### src/rtl/collision_arbiter.sv
// Per-frame collision arbiter. It collects player-vs-object pixel overlaps
// over a frame. At the next start of frame it reports one prioritised hit,
// then holds off further reports for a programmable number of frames.
module collision_arbiter #(
    parameter int NUM_OBJ         = 6,
    parameter int COOLDOWN_FRAMES = 4,
    parameter int LOW_IDX_FIRST   = 1,
    parameter int CNT_W           = 8,
    parameter int IDX_W           = (NUM_OBJ > 1) ? $clog2(NUM_OBJ) : 1
) (
    input  logic               clk,
    input  logic               resetN,
    input  logic               startOfFrame,
    input  logic               playerReq,
    input  logic [NUM_OBJ-1:0] objReq,
    input  logic [NUM_OBJ-1:0] objMask,
    input  logic               clearCount,
    output logic               overlapNow,
    output logic               hitPulse,
    output logic [IDX_W-1:0]   hitIndex,
    output logic [NUM_OBJ-1:0] hitVec,
    output logic               cooldownActive,
    output logic [CNT_W-1:0]   hitCount
);

    localparam logic [0:0] ST_ARMED    = 1'b0;
    localparam logic [0:0] ST_COOLDOWN = 1'b1;

    // Counter is wide enough to hold the full cooldown length.
    localparam int CD_W = (COOLDOWN_FRAMES > 0) ? $clog2(COOLDOWN_FRAMES + 1) : 1;
    localparam logic [CD_W-1:0]  CD_LOAD = CD_W'(COOLDOWN_FRAMES);
    localparam logic [CD_W-1:0]  CD_ONE  = CD_W'(1);
    localparam logic [CNT_W-1:0] CNT_ONE = CNT_W'(1);

    logic [NUM_OBJ-1:0] cur_ov;
    logic [IDX_W-1:0]   win_idx;

    logic [NUM_OBJ-1:0] acc_q, acc_d;
    logic [0:0]         state_q, state_d;
    logic [CD_W-1:0]    cd_q, cd_d;
    logic               overlap_q, overlap_d;
    logic               hit_pulse_q, hit_pulse_d;
    logic [IDX_W-1:0]   hit_index_q, hit_index_d;
    logic [NUM_OBJ-1:0] hit_vec_q, hit_vec_d;
    logic               cooldown_q, cooldown_d;
    logic [CNT_W-1:0]   hit_count_q, hit_count_d;

    // A channel overlaps when the player and an enabled object share this pixel.
    generate
        for (genvar gi = 0; gi < NUM_OBJ; gi++) begin : g_ov
            assign cur_ov[gi] = objReq[gi] & objMask[gi] & playerReq;
        end
    endgenerate

    // Choose the reported channel from the finished frame's accumulator.
    // The loop direction sets which end of the vector has priority.
    always_comb begin
        win_idx = '0;
        if (LOW_IDX_FIRST != 0) begin
            for (int i = NUM_OBJ - 1; i >= 0; i--) begin
                if (acc_q[i]) win_idx = IDX_W'(i);
            end
        end else begin
            for (int i = 0; i < NUM_OBJ; i++) begin
                if (acc_q[i]) win_idx = IDX_W'(i);
            end
        end
    end

    // Next-state logic. Accumulation, hit reporting, cooldown and the counter.
    always_comb begin
        state_d     = state_q;
        cd_d        = cd_q;
        hit_index_d = hit_index_q;
        hit_vec_d   = hit_vec_q;
        hit_count_d = hit_count_q;
        hit_pulse_d = 1'b0;
        overlap_d   = |cur_ov;
        // An overlap seen in the SOF cycle already belongs to the new frame.
        acc_d       = startOfFrame ? cur_ov : (acc_q | cur_ov);

        if (startOfFrame) begin
            hit_vec_d = acc_q;
            if (state_q == ST_ARMED) begin
                if (|acc_q) begin
                    hit_pulse_d = 1'b1;
                    hit_index_d = win_idx;
                    if (hit_count_q != {CNT_W{1'b1}}) hit_count_d = hit_count_q + CNT_ONE;
                    if (COOLDOWN_FRAMES > 0) begin
                        state_d = ST_COOLDOWN;
                        cd_d    = CD_LOAD;
                    end
                end
            end else begin
                cd_d = cd_q - CD_ONE;
                if (cd_q == CD_ONE) state_d = ST_ARMED;
            end
        end

        // A clear overrides an increment in the same cycle.
        if (clearCount) hit_count_d = '0;

        cooldown_d = (state_d == ST_COOLDOWN);
    end

    // Register the state. A reset drops any pending cooldown and partial frame.
    always_ff @(posedge clk or negedge resetN) begin
        if (!resetN) begin
            acc_q       <= '0;
            state_q     <= ST_ARMED;
            cd_q        <= '0;
            overlap_q   <= 1'b0;
            hit_pulse_q <= 1'b0;
            hit_index_q <= '0;
            hit_vec_q   <= '0;
            cooldown_q  <= 1'b0;
            hit_count_q <= '0;
        end else begin
            acc_q       <= acc_d;
            state_q     <= state_d;
            cd_q        <= cd_d;
            overlap_q   <= overlap_d;
            hit_pulse_q <= hit_pulse_d;
            hit_index_q <= hit_index_d;
            hit_vec_q   <= hit_vec_d;
            cooldown_q  <= cooldown_d;
            hit_count_q <= hit_count_d;
        end
    end

    assign overlapNow     = overlap_q;
    assign hitPulse       = hit_pulse_q;
    assign hitIndex       = hit_index_q;
    assign hitVec         = hit_vec_q;
    assign cooldownActive = cooldown_q;
    assign hitCount       = hit_count_q;

endmodule

### config.mk
export PLATFORM = sky130hd
export DESIGN_NAME = collision_arbiter
export DESIGN_NICKNAME = d
export VERILOG_FILES = /design/src/rtl/collision_arbiter.sv
export SDC_FILE = /design/constraint.sdc
export NUM_CORES = 1
export LEC_CHECK = 0
export CORE_UTILIZATION = 49
export CTS_BUF_LIST = sky130_fd_sc_hd__clkbuf_2 sky130_fd_sc_hd__clkbuf_4 sky130_fd_sc_hd__clkbuf_8
export DETAILED_ROUTE_END_ITERATION = 10
export PLACE_DENSITY_LB_ADDON = 0.25
export RECOVER_POWER = 25
export SLEW_MARGIN = 20
export SYNTH_ARGS = -nofsm -noshare
export SYNTH_HDL_FRONTEND = slang
export SYNTH_SLANG_ARGS = --single-unit
### constraint.sdc
create_clock -name clk -period 2.25 [get_ports clk]
set_clock_uncertainty 0.1 [all_clocks]
set_input_delay 0.45 -clock clk [delete_from_list [all_inputs] [get_ports clk]]
set_output_delay 0.45 -clock clk [all_outputs]
set_load 0.005 [all_outputs]
* Word level (Yosys, flattened, before mapping) *
Cells that the tools add are included.

cells by class
  add/sub/neg operators = 2
  eq/ne operators = 3
  multiplexer cells = 19
  bitwise logic cells = 14
  reduce and logical (&&, ||, !) cells = 9

operators with widths
  operator                                          count
  2-to-1 mux 8 bit                                  5
  2-to-1 mux 3 bit                                  8
  bitwise AND 1 bit                                 12
  OR reduction 6 bit                                2
  adder 8 x 1 -> 8 bit, second input constant       1
  inequality test 8 bit, second input constant      1
  nonzero test 2 bit                                4
  2-to-1 mux 6 bit                                  1
  OR 6 bit                                          1
  2-to-1 mux 1 bit                                  5
  AND reduction 4 bit                               1
  == test 3 x 1 -> 1 bit, second input constant     1
  AND reduction 3 bit                               1
  subtractor 3 x 1 -> 3 bit, second input constant  1
  inequality test 2 bit, second input constant      1
  AND reduction 2 bit                               1
  inverter 1 bit                                    1

storage, ports and cells
  register bits = 29
  bits of input ports = 17
  output and inout port bits = 20
  logic and storage cells = 55

* Depth between registers and ports, before layout *
  word-level depth = 6
  gate-level depth with buffers = 6
  depth with buffers taken out = 5

* Worst setup path after synthesis *
No wires, ideal clock.

  path kind = reg-to-reg
  from = register acc_q[0]
  to = register hit_count_q[5], in the netlist hitCount[5]
  arrival = 1565 ps
  data required time = 2022 ps
  path slack = 457 ps
  cell stages (with the launch flop) = 5
  path buffers = 0
  cells stage by stage = dfrtp_1 > or4_4 > o21ai_4 > nor4_2 > mux2_1

on the way
  cells in the longest elaborated chain, start to end = 3

RTL lines
  item                           RTL line  RTL
  start: declaration             38        logic [NUM_OBJ-1:0] acc_q, acc_d;
  start signal: assignment       109       acc_q <= '0;
  start signal: assignment       119       acc_q <= acc_d;
  OR reduction 6 bit             85        if (|acc_q) begin
  nonzero test 2 bit (no line)   --
  AND reduction 4 bit (no line)  --
  end signal: assignment         127       hit_count_q <= hit_count_d;
  end: declaration               46        logic [CNT_W-1:0] hit_count_q, hit_count_d;

Every way passes these cells.
A chain may end at the register's enable or synchronous reset.

* Worst setup path after layout *
  from = register acc_q[0]
  to = register hit_count_q[4], in the netlist hitCount[4]

Same word-level chain as after synthesis.

==> metrics.json <==
{
  "run_status": "finished, final reports clean",
  "final.setup.tns_ns": 0,
  "insertedDiodeCount": 0,
  "drtIter0Drc": 27,
  "maxSlewHeadroom": 0.521,
  "synth_area_sq_um": 1380,
  "syn-num-nets": 150,
  "cts_post_setup_buffers_inserted": 0,
  "number_of_antenna_violations_at_the_first_check_in_global_routing": 0,
  "synth_enable_flop_cells": 0,
  "floorplan.die_area_sq_um": 3040,
  "fp-row-count": 18,
  "holdBufCountCts": 0,
  "yosys.area_share.xor_xnor": 0,
  "via_count_of_the_first_global_routing_pass": 1115,
  "required_time_of_the_critical_path_ns": 2.35,
  "globalplace.congestion": 0.748,
  "synthesis_warning_total": 0,
  "cp.depth": 6,
  "final_period_minus_worst_setup_slack_ns": 1.98,
  "cts_max_path_buffers": 2,
  "cpLargestDelayFamily": "simple AND/OR/NAND/NOR gates",
  "fin_nets": 193,
  "ff2ff_setup_slack_ns": 0.27,
  "io_pins": 37,
  "layout-drive-gt1-share": 0.162,
  "crit_path_cell_trace": "or4_4, o21ai_4, buf_4, inv_1, a41oi_2, nor3_1",
  "hold_depth": 1,
  "cp-start-kind": "flip-flop",
  "finalMaxSlewViolations": 0,
  "ys_seq_elements": 29,
  "ys_dominant_reg_cell": "dfrtp_1",
  "vdd_drop_max_mv": 0.526,
  "max_freq_mhz": 505,
  "cpMaxStageDelayCell": "or4_4",
  "drt-wirelength-per-cell_um": 14.2,
  "grt_ovf": 0,
  "critPathArrivalTime_ns": 2.08,
  "routed-via-count": 1155,
  "die_y_um": 55.1,
  "finalPower_uw": 1390,
  "post_synthesis_instance_total": 130,
  "port_buffers": 36,
  "synthSimpleGateAreaFrac": 0.160,
  "synth.avg_cell_area_sq_um": 10.6,
  "slew_at_the_pin_closest_to_its_max_slew_limit_ns": 0.719,
  "start_util": 0.538,
  "synth.largest_area_cell": "dfrtp_1",
  "ys_top_cells_by_count": "dfrtp_1, o21ai_0, inv_1, nand3_1",
  "cellPowerDensity_nw_per_um2": 755,
  "top_area_cell_type_share_of_the_netlist_area": 0.525,
  "synth_top_family_by_area": "compound AO/OA/AOI/OAI gates",
  "tritoncts": "yes",
  "hold_class": "reg -> reg",
  "worst_r2r_src": "acc_q[0]",
  "synth_mux_area_frac": 0.0571,
  "final-hold-violation-count": 0,
  "p_leak_uw": 0.000787,
  "category_of_the_critical_setup_timing_path": "reg -> reg",
  "grtUsageTotal": 0.230,
  "cts_made_buffers": 5,
  "post_synthesis_adder_cell_area_fraction": 0.0272,
  "root_buffer": "clkbuf_4",
  "post-route-worst-setup-slack_ns": 0.271,
  "reg_to_reg_critical_path_endpoint": "hitCount[4]",
  "worst_r2r_path_depth": 6,
  "area.growth.synth_to_final_pct": 33.2,
  "grt_start_max_net_pins": 30,
  "cts_max_level": 2,
  "place_hpwl_um": 2150,
  "ys_async_sr_fraction": 1.00,
  "clock_insertion_delay_worst_skew_ns": 0.33,
  "max_cap_viol_count": 0,
  "synth-compound-area-share": 0.178,
  "top_area_cells_in_the_synthesized_netlist": "dfrtp_1, mux2_2, o21ai_0",
  "yosys.cell_count.top_type": "dfrtp_1",
  "hold_start": "hitVec[2]",
  "drt-pass1-iter-count": 4,
  "detailedPlace.worstSlack_ns": 0.0470,
  "route.antenna.remaining_nets": 0,
  "dieWidth_um": 55.1,
  "core_region_area_sq_um": 2570,
  "timing.critical_path.fanout_max": 6,
  "detailed_route_wl_um": 2890,
  "min_delay_worst_endpoint": "hitVec[2]",
  "grt_pass1_wl_um": 4760,
  "min_period_over_period": 0.879,
  "finalSetupViolations": 0,
  "vias_per_cell": 5.69,
  "synth-seq-area-share": 0.525,
  "yosys.cell_types.count": 37,
  "clkSlewWorstSetupHoldPaths_ns": 0.09,
  "cpPeakStageDelay_ns": 0.59,
  "cts.sinks": 29,
  "cts_resized": 0,
  "unrepaired_setup_endpoints_after_global_routing": "false",
  "crit_buf_inv": 2,
  "drc_errors": 0,
  "endpoint_kind": "flip-flop"
}
[cells in the final DEF, fill, tap and decap left out, types with 2 or more instances in the layout]
| cell | n |
|---|---|
| a21oi_1 | 8 |
| a22oi_1 | 4 |
| buf_4 | 3 |
| clkbuf_4 | 6 |
| clkdlybuf4s50_1 | 35 |
| dfrtp_1 | 29 |
| ha_1 | 3 |
| inv_1 | 12 |
| mux2_2 | 6 |
| nand2_1 | 8 |
| nand3_1 | 12 |
| nor3_1 | 2 |
| o21ai_0 | 13 |
| o31ai_1 | 4 |
| or2_2 | 2 |
| or3_2 | 2 |
| or4_1 | 2 |
[flip-flops by register name, summed over array words and instances (netlist names)]
signal and cells:
hitCount 8, acc_q 6, hitVec 6, cd_q 3, hitIndex 3, cooldownActive 1
hitPulse 1, overlapNow 1
[worst max-delay path by stage]
stage / startpoint / end / slack, ns
CTS: acc_q[0] / hitCount[4] / 0.28
detailed placement: startOfFrame / hitCount[3] / 0.05
finish: acc_q[0] / hitCount[4] / 0.27
global placement: startOfFrame / hitCount[3] / 0.09
floorplan: acc_q[0] / hitCount[5] / 0.46
global route: acc_q[0] / hitCount[4] / 0.21
[worst register-to-register path, cell delays in order (launching register included)]
cell and delay [ns]:
dfrtp_1 0.44, or4_4 0.59, o21ai_4 0.23, buf_4 0.17
inv_1 0.08, a41oi_2 0.19, nor3_1 0.06
[through the flow]
| stage | util | hold slack [ns] | cell area [sq um] | instances |
|---|---|---|---|---|
| detailed placement | 0.694 | 0.395 | 1780 | 196 |
| CTS | 0.717 | 0.401 | 1840 | 203 |
| finish | 0.716 | 0.411 | 1840 | 203 |
| global route | 0.716 | 0.447 | 1840 | 203 |
| floorplan | - | 0.0544 | 1380 | 130 |
| global placement | 0.694 | 0.364 | 1780 | 196 |
[final cells by class]
class / instances / area, sq um
tap: 30 / 37.5
clock buffer: 7 / 58.8
sequential: 29 / 726
timing repair buffer: 40 / 388
fill: 204 / 728
multi-input combinational: 85 / 584
inverter: 12 / 45.0
[per-layer routing]
metal / track usage / vias to the layer above / wire, um
li1: - / 558 / -
met5: 0 / - / 0
met3: 0.0820 / 6 / 194
met4: 0.0875 / 0 / 31
met1: 0.244 / 551 / 1160
met2: 0.414 / 40 / 1500
[cells by family after synthesis]
logic type / after synthesis
AOI/OAI and AO/OA: 37
adders and majority gates: 3
buffers and inverters: 16
DFF: 29
muxes: 7
and+or+nand+nor: 38
[power breakdown]
group | switching, uW | leakage (uW) | total [uW] | internal [uW]
Clock | 166 | 0.0000348 | 326 | 159
Sequential | 73.6 | 0.000377 | 684 | 611
Combinational | 162 | 0.000374 | 379 | 217
Total | 402 | 0.000787 | 1390 | 987
Power figures use the tool's default switching activity.
